<file path="config.mk">
export PLATFORM = sky130hd
export DESIGN_NAME = updown_counter
export DESIGN_NICKNAME = d
export VERILOG_FILES = /design/src/rtl/updown_counter.sv
export SDC_FILE = /design/constraint.sdc
export NUM_CORES = 1
export LEC_CHECK = 0
export ABC_AREA = 1
export ABC_CLOCK_PERIOD_IN_PS = 1450
export BUFFER_PORTS_ARGS = -buffer_cell sky130_fd_sc_hd__buf_4
export CAP_MARGIN = 25
export CORE_UTILIZATION = 45
export CTS_BUF_LIST = sky130_fd_sc_hd__clkbuf_16
export DETAILED_ROUTE_END_ITERATION = 12
export PLACE_DENSITY = 0.72
export SYNTH_ARGS = -nofsm -noshare
export SYNTH_HDL_FRONTEND = slang
export SYNTH_SLANG_ARGS = --single-unit
</file>
<file path="constraint.sdc">
create_clock -name clk -period 1.45 [get_ports clk]
set_clock_uncertainty 0.15 [all_clocks]
set_input_delay 0.2175 -clock clk [delete_from_list [all_inputs] [get_ports clk]]
set_output_delay 0.2175 -clock clk [all_outputs]
set_load 0.05 [all_outputs]
</file>
<file path="src/rtl/updown_counter.sv">
// General timing/event counter: configurable width, modulo limit and prescale, with
// up/down, load, clear, terminal-count pulse and sticky overflow. Define COUNTER_SATURATE_EN to saturate instead of wrap.
module updown_counter #(
    parameter int WIDTH    = 8,
    parameter int MAX      = 2**WIDTH - 1,
    parameter int PRESCALE = 1
) (
    input  logic             clk,
    input  logic             reset,
    input  logic             en,
    input  logic             up,
    input  logic             load,
    input  logic [WIDTH-1:0] load_val,
    input  logic             clear,
    input  logic             ovf_clr,
    output logic [WIDTH-1:0] value,
    output logic             tc,
    output logic             ovf
);

    localparam logic [WIDTH-1:0] MAXV = WIDTH'(MAX);

    logic             step;
    logic             at_limit;
    logic             hit;
    logic [WIDTH-1:0] step_val;
    logic [WIDTH-1:0] load_clamped;

    // Prescaler only exists when more than one enabled cycle is needed per step
    generate
        if (PRESCALE > 1) begin : g_prescale
            localparam int            PW   = $clog2(PRESCALE);
            localparam logic [PW-1:0] PLIM = PW'(PRESCALE - 1);

            logic [PW-1:0] psc;

            always_ff @(posedge clk) begin
                if (reset || clear || load) begin
                    psc <= '0;
                end else if (en) begin
                    psc <= (psc == PLIM) ? '0 : psc + PW'(1);
                end
            end

            assign step = en && (psc == PLIM);
        end else begin : g_noprescale
            assign step = en;
        end
    endgenerate

    always_comb begin
        at_limit     = up ? (value == MAXV) : (value == '0);
        load_clamped = (load_val > MAXV) ? MAXV : load_val;
        step_val     = up ? value + WIDTH'(1) : value - WIDTH'(1);
        if (at_limit) begin
`ifdef COUNTER_SATURATE_EN
            step_val = value;
`else
            step_val = up ? '0 : MAXV;
`endif
        end
    end

    // A limit step only counts when clear/load are not overriding it
    assign hit = step && at_limit && !clear && !load;

    always_ff @(posedge clk) begin
        if (reset) begin
            value <= '0;
            tc    <= 1'b0;
        end else if (clear) begin
            value <= '0;
            tc    <= 1'b0;
        end else if (load) begin
            value <= load_clamped;
            tc    <= 1'b0;
        end else if (step) begin
            value <= step_val;
            tc    <= at_limit;
        end else begin
            tc    <= 1'b0;
        end
    end

    // Setting wins over a simultaneous ovf_clr so no wrap is ever lost
    always_ff @(posedge clk) begin
        if (reset) begin
            ovf <= 1'b0;
        end else if (hit) begin
            ovf <= 1'b1;
        end else if (ovf_clr) begin
            ovf <= 1'b0;
        end
    end

endmodule

</file>
# Word-level counts from Yosys, hierarchy flattened
# Cells that the tools add are included.
[op_classes]
n_reduce_logical = 10
n_mux = 9
bitwise = 1
addsub = 2
n_lt_le_gt_ge = 1
eq_ne = 1
[op_table]
columns = ["operator", "n"]
rows = [
  ["$mux 8", 6],
  ["$add 8x1->8 const B", 1],
  ["$eq 8x8->1 const B", 1],
  ["$gt 8x8->1 const B", 1],
  ["$logic_not 8->1", 1],
  ["$sub 8x1->8 const B", 1],
  ["$reduce_bool 2->1", 2],
  ["$reduce_or 4->1", 1],
  ["$logic_and 1x1->1", 3],
  ["$mux 1", 3],
  ["$logic_not 1->1", 2],
  ["$reduce_or 2->1", 1],
  ["$not 1->1", 1],
]
[word_totals]
elab_cells = 27
regBits = 10

# Longest topological paths before layout
# Gate-level depths: netlist (run 1).
[logic_depth]
depth_word = 6
depth_mapped = 11
mapped_depth_nobuf = 11

# Worst setup path after synthesis (run 1)
# Ideal clock, no wire load.
[synth_timing]
kind = "register -> register"
start = "reg value[2]"
end = "reg value[5]"
synth_period_minus_slack_ps = 1876
t_arrival_ps = 1656
setup_slack_ps = -426
setup_time_ps = 70
t_required_ps = 1230
path_stages_with_launch = 7
path_buffers = 0
path_cell_list = "dfxtp_1 ha_1 a21oi_1 a21oi_1 o21ai_0 nand3_1 a21oi_1"
[synth_via]
elab_chain_cells = 5
[synth_rtl]
columns = ["item", "line_no", "rtl"]
rows = [
  ["start: declaration", "16", "output logic [WIDTH-1:0] value,"],
  ["start signal: assignment", "75", "value <= load_clamped;"],
  ["start signal: assignment", "78", "value <= step_val;"],
  ["$sub 8x1->8 (tied with other cells)", "54", "step_val = up ? value + WIDTH'(1) : value - WIDTH'(1);"],
  ["$mux 8 or $mux 1 (tied branches)", "54, 52", ""],
  ["$mux 8 *", "55", "if (at_limit) begin"],
  ["$mux 8 *", "77", "end else if (step) begin"],
  ["$mux 8 *", "74", "end else if (load) begin"],
]
# Mark *: on every way between the ends. The rest lies on a longest branch, timed or not. The select of a mux whose other input is x is not followed.
# A chain may end at the register's enable or synchronous reset.

# Final worst setup path (run 1)
[layout_timing]
start = "in up"
end = "reg value[6]"
[layout_via]
elab_chain_cells = 4
[layout_rtl]
columns = ["item", "line_no", "rtl"]
rows = [
  ["start: declaration", "11", "input logic up,"],
  ["$mux 8 (tied with other cells)", "54", ""],
  ["$mux 8 *", "55", ""],
  ["$mux 8 *", "77", ""],
  ["$mux 8 *", "74", ""],
]
# Marks and branches as above.

==> summary.txt, run 1 <==
Route
  – Routed length per instance: about 18 µm
  – Post-route ant nets: 0
  – Final WL: around 3500 µm
  – DRT Pass-1 Iters: 5
  – Vias: 1206
  – Drt drc: 0
  – 1st-iter DRT viols: 83
  – DR vias/cell: 6.03

Power and ir drop
  – Maximum VDD drop: between 800 and 900 µV
  – PwrDens: between 800 and 900 nW/µm²
  – Leakage power: roughly 0.00074 µW

Final layout
  – Post-Layout Cell Count: 200
  – Final Cell Area: ~1500 µm²
  – # nets final: 198
  – Commonest cells after routing, fill and taps aside: 39 x buf_4, 19 x nand2_1, 15 x nor2_1
  – Post-Route Utilization: 89.2%
  – Layout cells sized above 1: 53.1%
  – Most common cell after layout, fill and taps aside: buf_4
  – Diode count: 0
  – Area Overhead vs Synth: 86.4%

Global route
  – Global Route Usage Sum: about a third
  – Global-route wire length before repair: 4480 µm
  – Antenna violations before repair: 0
  – Total grt overflow: 0
  – Vias in the first global route: roughly 1100
  – Largest net degree at the start of global routing: 10

Yosys
  – Cell count after synthesis: between 100 and 150
  – Seq/Total Area, Yosys: between 20% and 30%
  – Syn. warnings: 0
  – Yosys reg bits: 10
  – Synth Cell Area: 817 µm²
  – Mapped Avg Cell Area: between 6 and 7 µm²
  – Post-synthesis net count: about 150
  – Distinct cells, synth: 22

Setup path
  – Worst setup path startpoint: up
  – Critical R2R Launch: value[3]
  – Setup crit start kind: input port
  – Reg2reg path depth: 10
  – Critical path arrival: roughly 1.7 ns
  – Crit path kind: in -> reg
  – R2R Setup Slk: -0.27 ns
  – Crit end category: register
  – R2R Path End: value[6]
  – CP Data Required Time: 1.43 ns
  – CP max FO: 7
  – Critical path endpoint: value[6]

CTS
  – CTS max path bufs: 2
  – Htree depth: 1
  – # clock sinks: 10
  – Clock Latency Late Sink: approximately 0.25 ns
  – Clk pin slew, worst setup/hold paths: about 0.05 ns
  – CTS tree: yes
  – Num CTS Buffers: 3
  – CTS Root Buffer Type: clkbuf_16

Timing
  – Least-Margin Pin Slew: 0.301 ns
  – Hold Slack: roughly 0.023 ns
  – Max Freq: approximately 0.57 GHz
  – Period minus WS final: between 1.5 and 2 ns
  – Rel. slew slack: about 80%
  – Fin. max-slew vios: 0
  – Tcrit/Tclk final: 120%
  – RSZ-0062 raised after global routing: yes
  – Final hold violation count: 0
  – Fin worst setup slack: -0.292 ns
  – Final Setup Violations: 8

Outcome
  – Outcome: finished with violations
  – Failing checks: negative setup slack

Floorplan
  – Core Footprint: between 1500 and 2000 µm²
  – Ports: 25
  – Die ar.: between 1500 and 2000 µm²
  – Starting Density: a little under half
  – Die Y: 44.6 µm
  – # rows: 15
  – Die X: roughly 45 µm

Place
  – GP Congestion: about 0.84
  – DP Cell Count: roughly 190
  – Hpwl dp: 1940 µm
  – Port buffer count: 24
  – Placed Area: around 1200 µm²

Run
  – Maxcap violations: 0

Hold path
  – Hold Crit Class: in -> reg
==> worst max-delay path, cell delays in order <==
cell and delay (ns):
buf_8 0.08, clkinvlp_4 0.21, buf_6 0.20, ha_4 0.28, nand2_1 0.07, inv_1 0.10
nand3_2 0.11, nand2_1 0.10, nand2_1 0.07, nand3_1 0.08, nand2_1 0.06, nand2_1 0.07
a21oi_2 0.05
==> timing repair <==
item,4_1_cts,5_1_grt
buffers inserted,1,7
gates resized for setup,17,28
pin swaps,9,15
hold buffers,0,0
setup endpoints to repair,7,9
==> per-layer routing <==
metal / share of wire (%) / GRT usage, % / up-vias / routed length (µm)
met1: 38 / 37.6 / 560 / 1320
met3: 8.6 / 5.31 / 26 / 302
met2: 48 / 52.6 / 94 / 1680
met5: 0 / 0 / - / 0
met4: 5.7 / 20.6 / 0 / 201
li1: - / - / 526 / -
==> logic make-up (layout without fill, tap and decap cells) <==
logic type,Yosys count,after routing,share of synthesized area [%]
adders and majority gates,7,7,11.6
DFF,10,10,24.5
buffers and inverters,19,70,8.73
xor gates and xnor gates,1,1,1.07
AOI/OAI and AO/OA,23,23,18.4
and+or+nand+nor,64,64,35.7
==> worst min-delay path by stage <==
| stage | from | end | slack (ns) | cells past startpoint |
|---|---|---|---|---|
| finish | reset | ovf | 0.02 | 2 |
| global route | reset | ovf | 0.03 | 2 |
| CTS | reset | ovf | 0.03 | 2 |
| detailed placement | reset | ovf | 0.28 | 2 |
| global placement | reset | ovf | 0.27 | 2 |
| floorplan | reset | ovf | 0.17 | 1 |
==> synthesized netlist by cell type <==
cell | n | area [µm²]
nor3_2 | 2 | 20.0
clkinv_1 | 1 | 3.75
nand4_1 | 2 | 12.5
nor2_1 | 16 | 60.1
nand3_2 | 1 | 10.0
a21o_1 | 1 | 7.51
o21ai_0 | 1 | 5.00
nand3b_1 | 1 | 7.51
ha_1 | 6 | 75.1
a21boi_2 | 1 | 11.3
fa_1 | 1 | 20.0
nand3_1 | 13 | 65.1
xnor2_1 | 1 | 8.76
o221ai_1 | 5 | 43.8
nand2_1 | 25 | 93.8
nor3_1 | 2 | 10.0
o32ai_1 | 1 | 8.76
nor2_2 | 2 | 12.5
a21oi_1 | 13 | 65.1
inv_1 | 18 | 67.6
o21ai_2 | 1 | 8.76
dfxtp_1 | 10 | 200
==> layout make-up <==
cell class / count / area (µm²)
flip-flops and latches: 10 / 228
fillers: 86 / 185
inverters: 19 / 77.6
multi-input cells: 95 / 721
clock buffers: 3 / 75.1
clock inverters: 1 / 3.75
well taps: 25 / 31.3
repair buffers: 47 / 387
==> stage by stage <==
step	setup WS, ns	TNS (ns)	total power (µW)
detailed placement	-0.472	-2.11	656
floorplan	-0.0980	-0.217	519
global route	-0.365	-1.22	1330
finish	-0.292	-0.822	1300
global placement	-0.429	-1.84	648
CTS	-0.156	-0.375	1210
==> sequential cells by signal, summed over array words and instances, names as in the netlist <==
register,flops
ovf,1
tc,1
value,8
==> report_power, final <==
group          switching [µW]  total [µW]  internal, µW  leakage, µW
registers                16.9         302           285    0.0000871
clock network             163         528           365    0.0000385
logic                     270         473           203     0.000611
(Power assumes the default switching activity.)
==> inputs of run 2 (changes only) <==
- ABC_CLOCK_PERIOD_IN_PS: 1450 -> default
- PLACE_DENSITY: 0.72 -> 0.82
==> summary.txt, run 2 (synthesis gave the netlist of run 1 again) <==
Setup path
  – Reg2reg path depth: 10 (unchanged)
  – R2R Setup Slk: -0.25 ns (+0.02 ns)
  – CP max FO: 3 (-4)
  – Critical path arrival: 1.72 ns (about the same)
  – CP Data Required Time: 1.47 ns (+0.04 ns)
  – Setup crit start kind: register
  – Crit path kind: reg -> reg
  – Crit end category: register

Power and ir drop
  – Maximum VDD drop: 766 µV (-11%)
  – PwrDens: 865 nW/µm² (+1.1%)
  – Leakage power: 0.000657 µW (-11%)

CTS
  – Htree depth: 1 (unchanged)
  – # clock sinks: 10 (unchanged)
  – Num CTS Buffers: 3 (unchanged)
  – Clk pin slew, worst setup/hold paths: 0.04 ns (about the same)
  – Cts hold-fix bufs: 0 (unchanged)
  – CTS tree: yes
  – CTS Root Buffer Type: clkbuf_16
  – Clock Latency Late Sink: 0.24 ns (about the same)
  – CTS max path bufs: 2 (unchanged)

Final layout
  – Diode count: 0 (unchanged)
  – Post-Route Utilization: 85.0% (-4.2 points)
  – Area Overhead vs Synth: 77.6%
  – Post-Layout Cell Count: 195 (-2.5%)
  – Commonest cells after routing, fill and taps aside: 39 x buf_4, 21 x nand2_1, 17 x inv_1
  – Layout cells sized above 1: 47.1% (-6.1 points)
  – Fillers: 91 (+5.8%)
  – Regs by FF count: value x8, ovf x1, tc x1
  – Final Cell Area: 1450 µm² (-4.7%)
  – Biggest register: value
  – Most common cell after layout, fill and taps aside: buf_4
  – # nets final: 193 (-2.5%)
  – Max reg flops: 8 (unchanged)

Floorplan
  – Ports: 25 (unchanged)
  – Die Y: 44.6 µm (unchanged)
  – Die ar.: 1990 µm² (unchanged)
  – Starting Density: 47.8% (unchanged)
  – # rows: 15 (unchanged)
  – Core Footprint: 1710 µm² (unchanged)
  – Die X: 44.6 µm (unchanged)

Place
  – GP Congestion: 0.829 (-1.2%)
  – Pre-CTS WS: -0.363 ns (+0.109 ns)
  – Hpwl dp: 1950 µm (+0.70%)
  – Placed Area: 1190 µm² (-0.63%)
  – DP Cell Count: 187 (-0.53%)
  – Port buffer count: 24 (unchanged)

Global route
  – Largest net degree at the start of global routing: 10 (unchanged)
  – Antenna violations before repair: 0 (unchanged)
  – Global Route Usage Sum: 27.8% (-4.0 points)
  – Total grt overflow: 0 (unchanged)
  – Global-route wire length before repair: 4060 µm (-9.4%)
  – Vias in the first global route: 977 (-7.7%)

Route
  – Final WL: 3260 µm (-7.0%)
  – DRT Pass-1 Iters: 4 (-1)
  – DR vias/cell: 5.79 (-4.0%)
  – Vias: 1129 (-6.4%)
  – Post-route ant nets: 0 (unchanged)
  – 1st-iter DRT viols: 67 (-19%)
  – Routed length per instance: 16.7 µm (-4.6%)
  – Drt drc: 0 (unchanged)

Run
  – Maxcap violations: 0 (unchanged)

Timing
  – Final Setup Violations: 7 (-1)
  – Final hold violation count: 0 (unchanged)
  – Least-Margin Pin Slew: 0.520 ns (+0.219 ns)
  – RSZ-0062 raised after global routing: yes
  – Fin worst setup slack: -0.247 ns (+0.0447 ns)
  – Period minus WS final: 1.70 ns (-0.0447 ns)
  – Tcrit/Tclk final: 117% (-3.1 points)
  – Rel. slew slack: 65.2% (-15 points)
  – Fin. max-slew vios: 0 (unchanged)
  – Max Freq: 0.589 GHz (+2.6%)

Hold path
  – Hold Crit Class: in -> reg
  – Min-Delay Path Depth: 2 (unchanged)

Outcome
  – Failing checks: negative setup slack
  – Outcome: finished with violations
-- run 2: timing repair --
action	in CTS	in global routing
resized for setup	10	17
pin swaps	5	16
setup endpoints to repair	6	9
setup buffers	0	4
-- run 2: worst paths after layout --
check / start / end
hold reg to reg: ovf / ovf
setup / recovery: value[1] / value[6]
hold / removal: ovf_clr / ovf
setup reg to reg: value[1] / value[6]
-- run 2: metal layers --
metal / vias up / share of wire, % / global-route usage, % / routed length, µm
li1: 519 / - / - / -
met1: 516 / 36 / 32.2 / 1190
met4: 0 / 4.4 / 9.70 / 143
met2: 74 / 52 / 49.7 / 1700
met5: - / 0 / 0 / 0
met3: 20 / 7.1 / 6.12 / 230
-- run 2: area by class of cell --
class                   instances  area (µm²)  share of cell area [%]
clock buffers                   3        75.1                    5.17
multi-input cells              95         712                    49.1
repair buffers                 42         327                    22.5
flip-flops and latches         10         228                    15.7
clock inverters                 1        3.75                   0.259
inverters                      19        75.1                    5.17
well taps                      25        31.3                    2.16
-- run 2: stage by stage --
step | setup TNS [ns] | total power, µW | hold slack [ns]
5_1_grt | -1.26 | 1300 | 0.0280
2_1_floorplan | -0.217 | 519 | 0.171
4_1_cts | -0.413 | 1160 | 0.0310
3_3_place_gp | -1.81 | 642 | 0.271
6_report | -0.742 | 1260 | 0.0263
3_5_place_dp | -1.99 | 654 | 0.278
-- run 2: worst max-delay path, stage by stage, from the launching register on --
cell and delay (ns):
dfxtp_4 0.35, fa_2 0.41, nand2_2 0.11, nand2_4 0.06, nand3_2 0.08, nand2_1 0.09
nand2_1 0.08, nand3_1 0.07, nand2_1 0.07, nand2_1 0.06, a21oi_2 0.10
-- run 2: power breakdown --
part / leakage (µW) / switching [µW] / total, µW / internal [µW]
combinational: 0.000532 / 250 / 443 / 193
clock: 0.0000385 / 145 / 507 / 363
sequential: 0.0000871 / 18.9 / 305 / 286
total: 0.000657 / 414 / 1260 / 842
==> inputs of run 3 (changes only) <==
- BUFFER_PORTS_ARGS: -buffer_cell sky130_fd_sc_hd__buf_4 -> default
- CORE_UTILIZATION: 45 -> 51
- DONT_BUFFER_PORTS: default -> 1
- PLACE_DENSITY: 0.82 -> 0.77
==> summary.txt, run 3 (synthesis gave the netlist of run 1 again) <==
Final layout
  – Fillers: 100 (+9.9%)
  – Most common cell after layout, fill and taps aside: nand2_1
  – Regs by FF count: value x8, ovf x1, tc x1
  – Post-Route Utilization: 80.3% (-4.7 points)
  – Biggest register: value
  – Commonest cells after routing, fill and taps aside: 23 x nand2_1, 17 x buf_4, 16 x nor2_1
  – Max reg flops: 8 (unchanged)
  – Area Overhead vs Synth: 48.1%
  – Layout cells sized above 1: 34.9% (-12 points)
  – FF+latch area: 228 µm² (unchanged)
  – # nets final: 172 (-11%)
  – Diode count: 0 (unchanged)
  – Multi-input logic area: 624 µm² (-12%)
  – Final Cell Area: 1210 µm² (-17%)

Route
  – 1st-iter DRT viols: 58 (-13%)
  – Post-route ant nets: 0 (unchanged)
  – Routed length per instance: 15.6 µm (-6.7%)
  – Drt drc: 0 (unchanged)
  – Vias: 1000 (-11%)
  – Final WL: 2580 µm (-21%)
  – DR vias/cell: 6.06 (+4.7%)
  – DRT Pass-1 Iters: 5 (+1)

Place
  – Hpwl dp: 1800 µm (-7.9%)
  – Placed Area: 1030 µm² (-14%)
  – Port buffer count: 0 (-100%)
  – GP Congestion: 0.914 (+10%)

Hold path
  – Hold Crit Class: in -> reg

Floorplan
  – Ports: 25 (unchanged)
  – Die X: 42.0 µm (-5.8%)
  – Die Y: 42.0 µm (-5.8%)
  – Die ar.: 1770 µm² (-11%)
  – # rows: 14 (-1)
  – Core Footprint: 1510 µm² (-12%)
  – Starting Density: 54.2% (+6.4 points)

Global route
  – Global-route wire length before repair: 4170 µm (+2.9%)
  – Global Route Usage Sum: 31.7% (+3.9 points)
  – Met2 usage: 58.1% (+8.4 points)
  – Total grt overflow: 0 (unchanged)
  – Antenna violations before repair: 0 (unchanged)
  – Largest net degree at the start of global routing: 10 (unchanged)
  – Vias in the first global route: 975 (-0.20%)
  – Busiest grt layer: met2
  – M3 GR Usage: 8.62% (+2.5 points)
  – GRT met1 Usage: 33.9% (+1.7 points)

Run
  – Maxcap violations: 0 (unchanged)

Setup path
  – Setup crit start kind: register
  – Crit end category: register
  – Critical path arrival: 1.60 ns (-0.12 ns)
  – CP Data Required Time: 1.46 ns (about the same)
  – Crit path kind: reg -> reg
  – CP max FO: 3 (unchanged)

CTS
  – CTS Root Buffer Type: clkbuf_16
  – Num CTS Buffers: 3 (unchanged)
  – Htree depth: 1 (unchanged)
  – # clock sinks: 10 (unchanged)
  – Clock Latency Late Sink: 0.24 ns (about the same)
  – CTS max path bufs: 2 (unchanged)
  – Clk pin slew, worst setup/hold paths: 0.04 ns (about the same)
  – CTS tree: yes

Timing
  – Fin. max-slew vios: 0 (unchanged)
  – Final hold violation count: 0 (unchanged)
  – Final Setup Violations: 7 (unchanged)
  – Rel. slew slack: 68.4% (+3.2 points)
  – Hold Slack: 0.0332 ns (+0.00694 ns)
  – Max Freq: 0.630 GHz (+7.0%)
  – RSZ-0062 raised after global routing: yes
  – Setup_tns: -0.426 ns (+0.316 ns)
  – Tcrit/Tclk final: 109% (-7.7 points)
  – Least-Margin Pin Slew: 0.474 ns (-0.0460 ns)
  – Fin worst setup slack: -0.136 ns (+0.111 ns)
  – Period minus WS final: 1.59 ns (-0.111 ns)

Outcome
  – Outcome: finished with violations
  – Failing checks: negative setup slack

Power and ir drop
  – PwrDens: 938 nW/µm² (+8.4%)
  – Leakage power: 0.000560 µW (-15%)
  – Maximum VDD drop: 758 µV (-1.1%)
run 3: layout make-up:
cell class              instances  area share, %
well taps                      16           1.65
repair buffers                 21           15.5
multi-input cells              95           51.6
flip-flops and latches         10           18.8
clock inverters                 1          0.310
inverters                      19           5.89
clock buffers                   3           6.20
run 3: path summary, 6_finish.rpt:
path | start | end | slack [ns] | cells past startpoint
worst max-delay path | value[0] | value[6] | -0.14 | 10
worst min-delay path | load | value[3] | 0.03 | 2
worst min register to register | ovf | ovf | 0.33 | 2
worst max register to register | value[0] | value[6] | -0.14 | 10
run 3: per-layer routing:
metal | share of wire [%] | vias up
li1 | - | 480
met1 | 40 | 459
met2 | 50 | 46
met3 | 6.7 | 15
met4 | 3.6 | 0
met5 | 0 | -
run 3: repair_timing:
action / 4_1_cts / 5_1_grt
endpoints found under the setup margin: 10 / 8
setup buffers: 0 / 1
gates resized for setup: 15 / 3
pin swaps: 6 / 3
hold buffers: 2 / 0
endpoints found under the hold margin: 1 / 0
run 3: per-stage QoR:
stage	worst slack [ns]	cells	power, µW
floorplan	-0.0980	124	519
global placement	-0.216	158	598
detailed placement	-0.259	158	606
CTS	-0.121	164	1130
global route	-0.215	165	1190
finish	-0.136	165	1130
run 3: critical path, stage by stage (launching register included):
cell and delay (ns):
dfxtp_4 0.35, fa_2 0.37, nand2_2 0.07, nand2_2 0.07
nand3_2 0.08, nand2_1 0.06, nand2_1 0.06, nand3_1 0.07
nand2_1 0.06, nand2_1 0.04, a21oi_1 0.11
run 3: power breakdown:
part	switching [µW]	internal, µW	total, µW
registers	20.1	286	306
logic	203	135	338
clock network	129	362	491
total	352	783	1130
